==> src/rtl/jtaglet_multi_tap.sv <==
// jtaglet_multi_tap: IEEE 1149.1 TAP with IDCODE, BYPASS and NUM_CH user data channels
module jtaglet_multi_tap #(
  parameter int                IR_LEN       = 4,
  parameter int                NUM_CH       = 4,
  parameter int                DATA_LEN     = 32,
  parameter logic [IR_LEN-1:0] USER_BASE_OP = IR_LEN'(8),
  parameter logic [3:0]        ID_PARTVER   = 4'h0,
  parameter logic [15:0]       ID_PARTNUM   = 16'h0000,
  parameter logic [10:0]       ID_MANF      = 11'h000
) (
  input  logic                         tck,
  input  logic                         trst,
  input  logic                         tms,
  input  logic                         tdi,
  output logic                         tdo,
  output logic                         tdo_en,
  input  logic [NUM_CH*DATA_LEN-1:0]   user_data_in,
  output logic [NUM_CH*DATA_LEN-1:0]   user_data_out,
  output logic [NUM_CH-1:0]            user_capture,
  output logic [NUM_CH-1:0]            user_update,
  output logic [IR_LEN-1:0]            ir_active,
  output logic [3:0]                   tap_state
);
  localparam logic [IR_LEN-1:0] BYPASS_OP = '1;
  localparam logic [IR_LEN-1:0] IDCODE_OP = {{(IR_LEN-1){1'b1}}, 1'b0};

  typedef enum logic [3:0] {
    TLR = 4'hF, RTI = 4'hC, SEL_DR = 4'h7, CAP_DR = 4'h6, SH_DR = 4'h2, EX1_DR = 4'h1,
    PAUSE_DR = 4'h3, EX2_DR = 4'h0, UPD_DR = 4'h5, SEL_IR = 4'h4, CAP_IR = 4'hE,
    SH_IR = 4'hA, EX1_IR = 4'h9, PAUSE_IR = 4'hB, EX2_IR = 4'h8, UPD_IR = 4'hD
  } state_e;

  // A user opcode that lands on IDCODE or BYPASS could never be selected
  for (genvar k = 0; k < NUM_CH; k++) begin : g_op_chk
    if (IR_LEN'(USER_BASE_OP + k) == IDCODE_OP || IR_LEN'(USER_BASE_OP + k) == BYPASS_OP) begin : g_bad
      $error("user channel opcode collides with IDCODE or BYPASS");
    end
  end

  state_e                       state_q, state_d;
  logic [IR_LEN-1:0]            ir_sr_q, ir_sr_d, ir_active_q, ir_active_d;
  logic [63:0]                  dr_sr_q, dr_sr_d, cap_src;
  logic [NUM_CH*DATA_LEN-1:0]   user_data_out_q, user_data_out_d;
  logic [NUM_CH-1:0]            user_update_q, user_update_d, ch_hit, ch_sel;
  logic                         tdo_q, tdo_d, tdo_en_q, tdo_en_d, is_idcode, is_bypass;
  logic [5:0]                   dr_msb;

  always_comb begin
    is_idcode = ir_active_q == IDCODE_OP;
    is_bypass = ir_active_q == BYPASS_OP;
    for (int i = 0; i < NUM_CH; i++) ch_hit[i] = ir_active_q == IR_LEN'(USER_BASE_OP + i);
    ch_sel = (is_idcode || is_bypass) ? '0 : ch_hit;
    dr_msb = is_idcode ? 6'd31 : (|ch_sel) ? 6'(DATA_LEN - 1) : 6'd0;
    cap_src = is_idcode ? 64'({ID_PARTVER, ID_PARTNUM, ID_MANF, 1'b1}) : 64'd0;
    for (int i = 0; i < NUM_CH; i++)
      if (ch_sel[i]) cap_src = 64'(user_data_in[i*DATA_LEN +: DATA_LEN]);
  end

  always_comb begin
    state_d = state_q;
    case (state_q)
      TLR:      state_d = tms ? TLR      : RTI;
      RTI:      state_d = tms ? SEL_DR   : RTI;
      SEL_DR:   state_d = tms ? SEL_IR   : CAP_DR;
      CAP_DR:   state_d = tms ? EX1_DR   : SH_DR;
      SH_DR:    state_d = tms ? EX1_DR   : SH_DR;
      EX1_DR:   state_d = tms ? UPD_DR   : PAUSE_DR;
      PAUSE_DR: state_d = tms ? EX2_DR   : PAUSE_DR;
      EX2_DR:   state_d = tms ? UPD_DR   : SH_DR;
      UPD_DR:   state_d = tms ? SEL_DR   : RTI;
      SEL_IR:   state_d = tms ? TLR      : CAP_IR;
      CAP_IR:   state_d = tms ? EX1_IR   : SH_IR;
      SH_IR:    state_d = tms ? EX1_IR   : SH_IR;
      EX1_IR:   state_d = tms ? UPD_IR   : PAUSE_IR;
      PAUSE_IR: state_d = tms ? EX2_IR   : PAUSE_IR;
      EX2_IR:   state_d = tms ? UPD_IR   : SH_IR;
      UPD_IR:   state_d = tms ? SEL_DR   : RTI;
      default:  state_d = TLR;
    endcase
  end

  always_comb begin
    ir_sr_d = state_q == CAP_IR ? IR_LEN'(1) :
              state_q == SH_IR  ? {tdi, ir_sr_q[IR_LEN-1:1]} : ir_sr_q;
    ir_active_d = state_d == TLR    ? IDCODE_OP :
                  state_q == UPD_IR ? ir_sr_q : ir_active_q;
    dr_sr_d = dr_sr_q;
    if (state_q == CAP_DR) dr_sr_d = cap_src;
    if (state_q == SH_DR) begin
      dr_sr_d = {1'b0, dr_sr_q[63:1]};
      dr_sr_d[dr_msb] = tdi;
    end
    user_update_d = state_q == UPD_DR ? ch_sel : '0;
    user_data_out_d = user_data_out_q;
    for (int i = 0; i < NUM_CH; i++)
      if (user_update_d[i]) user_data_out_d[i*DATA_LEN +: DATA_LEN] = dr_sr_q[DATA_LEN-1:0];
    tdo_d = state_q == SH_IR ? ir_sr_q[0] : state_q == SH_DR ? dr_sr_q[0] : 1'b0;
    tdo_en_d = state_q == SH_IR || state_q == SH_DR;
  end

  always_ff @(posedge tck or negedge trst) begin
    if (!trst) begin
      state_q         <= TLR;
      ir_sr_q         <= IDCODE_OP;
      ir_active_q     <= IDCODE_OP;
      dr_sr_q         <= '0;
      user_data_out_q <= '0;
      user_update_q   <= '0;
    end else begin
      state_q         <= state_d;
      ir_sr_q         <= ir_sr_d;
      ir_active_q     <= ir_active_d;
      dr_sr_q         <= dr_sr_d;
      user_data_out_q <= user_data_out_d;
      user_update_q   <= user_update_d;
    end
  end

  // Launch on the falling edge so the host samples stable data on the next rise
  always_ff @(negedge tck or negedge trst) begin
    if (!trst) begin
      tdo_q    <= 1'b0;
      tdo_en_q <= 1'b0;
    end else begin
      tdo_q    <= tdo_d;
      tdo_en_q <= tdo_en_d;
    end
  end

  assign tdo           = tdo_q;
  assign tdo_en        = tdo_en_q;
  assign user_data_out = user_data_out_q;
  assign user_update   = user_update_q;
  assign user_capture  = state_q == CAP_DR ? ch_sel : '0;
  assign ir_active     = ir_active_q;
  assign tap_state     = state_q;
endmodule

==> config.mk <==
export PLATFORM = sky130hd
export DESIGN_NAME = jtaglet_multi_tap
export DESIGN_NICKNAME = d
export VERILOG_FILES = /design/src/rtl/jtaglet_multi_tap.sv
export SDC_FILE = /design/constraint.sdc
export NUM_CORES = 1
export LEC_CHECK = 0
export CAP_MARGIN = 0
export CORE_MARGIN = 8
export CORE_UTILIZATION = 41
export CTS_BUF_LIST = sky130_fd_sc_hd__clkbuf_16
export DETAILED_ROUTE_END_ITERATION = 8
export GPL_TIMING_DRIVEN = 1
export PLACE_DENSITY = 0.76
export REMOVE_ABC_BUFFERS = 1
export SLEW_MARGIN = 20
export SYNTH_ARGS = -nofsm -noshare
export SYNTH_HDL_FRONTEND = slang
export SYNTH_SLANG_ARGS = --single-unit
==> constraint.sdc <==
create_clock -name tck -period 2.35 [get_ports tck]
set_clock_uncertainty 0.1 [all_clocks]
set_input_delay 0.3525 -clock tck [delete_from_list [all_inputs] [get_ports tck]]
set_output_delay 0.3525 -clock tck [all_outputs]
set_load 0.01 [all_outputs]
==> flow_summary.yaml <==
worst_setup_path:
  crit_buf_inv: 1
  crit_family: "flip-flops"
  critPathKind: "flip-flop to output port"
  crit_path_end_kind: "output port"
  reg2reg_depth: 5
  worstPathMaxFanout: 1
  worstPathRequired_ns: 1.90
  worstPathArrival_ns: 2.09
  reg2reg_from: "tap_state[2]"
  startpoint_type: "flip-flop"
  reg2reg_to: "user_data_out[37]"
  cp_cell_sequence: "buf_2"
  cp_slowest_cell: "dfrtn_1"
  cpPeakStageDelay_ns: 0.39
  rrSetupSlack_ns: 0
pwr:
  switchingPower_w: 0.00497
  seq_power_share_pct: 37.1
  p_clk_share_pct: 20.4
  ir_worst_vdd_mv: 0.575
  power.internal_w: 0.00907
  powerDensity_nw_per_um2: 1160
  p_sw_share_pct: 35.4
  pwr-share-comb_pct: 42.5
  p_leak_nw: 5.46
hold_path:
  holdCritPathClass: "flip-flop to flip-flop"
  hp-start: "ir_sr_q[2]"
  whs_path_depth: 2
  worstHoldEndpoint: "ir_sr_q[2]"
sta:
  setup_slack_ns: -0.194
  drv_slew: 0
  worstMarginPinSlew_ns: 1.05
  hold_viol_final: 0
  finalSetupViolations: 3
  tns_ns: -0.363
  rsz0062_at_grt: "yes"
  slew_headroom_pct: 29.5
global_routing:
  grt_pass1_vias: 6703
  grt_usage_pct: 21.7
  grt_max_degree: 95
  grt_pass1_wl_um: 40200
  grt_overflow_total: 0
  antenna_found_initial: 2
synthesis:
  syn_area_um2: 8030
  synth.area.mux_share_pct: 23.0
  synthAdderAreaFrac_pct: 0
  synthSimpleGateAreaFrac_pct: 7.54
  synth_top_family_by_area: "multiplexers"
  ys_seq_area_share_pct: 55.6
  synthXorXnorAreaFrac_pct: 0
  yosysUniqueCellTypes: 41
  ys_ff_latch: 178
  synth_cells: 615
  synth-compound-area-share_pct: 10.8
  yosys_warnings: 0
  avgSynthCellArea_um2: 13.1
routing:
  ant_nets: 0
  first_pass_iters: 5
  wl_per_cell_um: 22.3
  viasPerCell: 5.37
  vias: 6390
  drc: 0
  first_iter_violations: 301
  wirelength_um: 26500
finish:
  fillCellCount: 1531
  nets: 1043
  drive_gt1_share_pct: 26.9
  areaGrowthSynthToFinish_pct: 50.2
  diodes: 0
  final_util_pct: 62.4
cts:
  cts_tree: "built"
  h-tree-depth: 4
  worstSkewPairLatency_ns: 0.42
  cts-buffers-inserted: 17
  cts_sinks: 178
  cts_root_buffer: "clkbuf_16"
  cts_buffer_depth: 2
  path_clk_slew_ns: 0.07
die:
  core_area_um2: 19300
  pin_count: 278
  die_h_um: 156
  dieArea_um2: 24300
  rows: 51
  initial_utilization_pct: 41.5
  die_w_um: 156
run:
  max-cap-violations: 0
placed_design:
  port_buffers: 277
  place_congestion: 0.864
  hpwlAfterDp_um: 18900
status:
  status: "finished with violations"
  violations: "setup timing"
## stage by stage
step	cells	cell area [um^2]	hold slack, ns	total power [W]	setup slack, ns
floorplan	566	7810	-0.0431	0.00769	-0.988
global placement	1151	11400	0.369	0.0109	-0.170
detailed placement	1151	11400	0.377	0.0111	-0.197
CTS	1184	12000	0.390	0.0141	-0.219
global route	1189	12100	0.399	0.0148	-0.233
finish	1189	12100	0.389	0.0140	-0.194
## power groups by stage
stage / sequential (W) / clock [W] / combinational (W)
after floorplan: 0.00548 / 0 / 0.00221
after global placement: 0.00520 / 0 / 0.00573
after detailed placement: 0.00525 / 0 / 0.00583
after CTS: 0.00521 / 0.00292 / 0.00592
after global routing: 0.00539 / 0.00305 / 0.00638
final: 0.00522 / 0.00286 / 0.00596
## how the worst max path moves through the flow
stage                 startpoint          endpoint  slack, ns  depth (start not counted)
global placement             tdo               tdo      -0.17                          1
finish                    tdo_en            tdo_en      -0.19                          1
floorplan           ir_active[0]  user_data_out[0]      -0.99                          3
detailed placement        tdo_en            tdo_en      -0.20                          1
global route              tdo_en            tdo_en      -0.23                          1
CTS                       tdo_en            tdo_en      -0.22                          1
## synthesized netlist by cell type, drive strengths merged
cell type  count  share of area (%)
dfrtp        166                 52
mux2         130                 20
nor2          50                2.3
clkbuf        38                1.8
a221oi        30                3.3
nand2b        29                2.4
a21oi         25                1.6
a2bb2oi       22                2.4
o311ai        22                2.4
nand2         21               0.98
buf           11               0.90
dfstp         10                3.3
mux4           9                2.5
mux2i          7               0.87
o21ai          7               0.44
inv            6               0.28
nand3          4               0.25
nor3           3               0.19
nor3b          3               0.28
or3            3               0.23
dfrtn          2               0.62
nor2b          2               0.16
or2            2               0.16
a2111o         1               0.14
a21boi         1              0.094
a21o           1              0.094
a22o           1               0.11
a32oi          1               0.11
clkinv         1              0.047
nand4b         1               0.11
nor4b          1               0.11
nor4bb         1               0.12
o211ai         1              0.094
o32a           1               0.12
or3b           1               0.14
or4b           1               0.12
## timing repair
item | 4_1_cts | 5_1_grt
hold buffers | 1 | 0
pin swaps | 0 | 2
gates resized for setup | 39 | 9
endpoints found under the hold margin | 166 | 0
buffers inserted | 0 | 5
endpoints found under the setup margin | 71 | 62
## cells in the final DEF, fill, tap and decap left out, drive strengths merged, types with 2 or more instances in the layout
cell type	instances
mux2	130
mux4	9
or2	2
nand3	4
a21oi	25
nor2	50
a221oi	30
inv	16
mux2i	7
o21ai	7
bufinv	2
nor3	3
clkinvlp	2
nand2b	29
clkbuf	17
nand2	21
dfstp	10
clkdlybuf4s50	269
clkinv	2
a2bb2oi	22
o311ai	22
buf	54
dfrtp	166
dfrtn	2
or3	3
nor2b	2
nor3b	3
## registers in the layout, summed over array words and instances, names as in the netlist
register       cells
ir_sr_q            4
user_data_out    128
tdo_en             1
dr_sr_q           32
tdo                1
tap_state          4
user_update        4
ir_active          4
## cell families (layout without fill, tap and decap cells)
family | Yosys count | in the layout
flip-flops | 178 | 178
multiplexers | 146 | 146
AND/OR/NAND/NOR | 122 | 122
buffers and inverters | 56 | 365
AO/OA/AOI/OAI | 113 | 113
## cell type report
class / instances / area (um^2) / share of cell area, %
sequential: 178 / 4470 / 37.1
multi-input combinational: 381 / 3410 / 28.3
timing repair buffer: 326 / 3240 / 26.8
clock inverter: 15 / 159 / 1.32
inverter: 7 / 26.3 / 0.218
clock buffer: 17 / 425 / 3.53
tap: 265 / 332 / 2.75
## per-layer routing
metal	vias to the layer above	track usage, %	wire [um]
li1	2857	-	-
met2	291	35.7	12800
met3	34	6.48	2150
met1	3206	26.9	11000
met5	-	0	9
met4	2	6.84	533
Note: power is estimated with default switching activity, not from simulation.
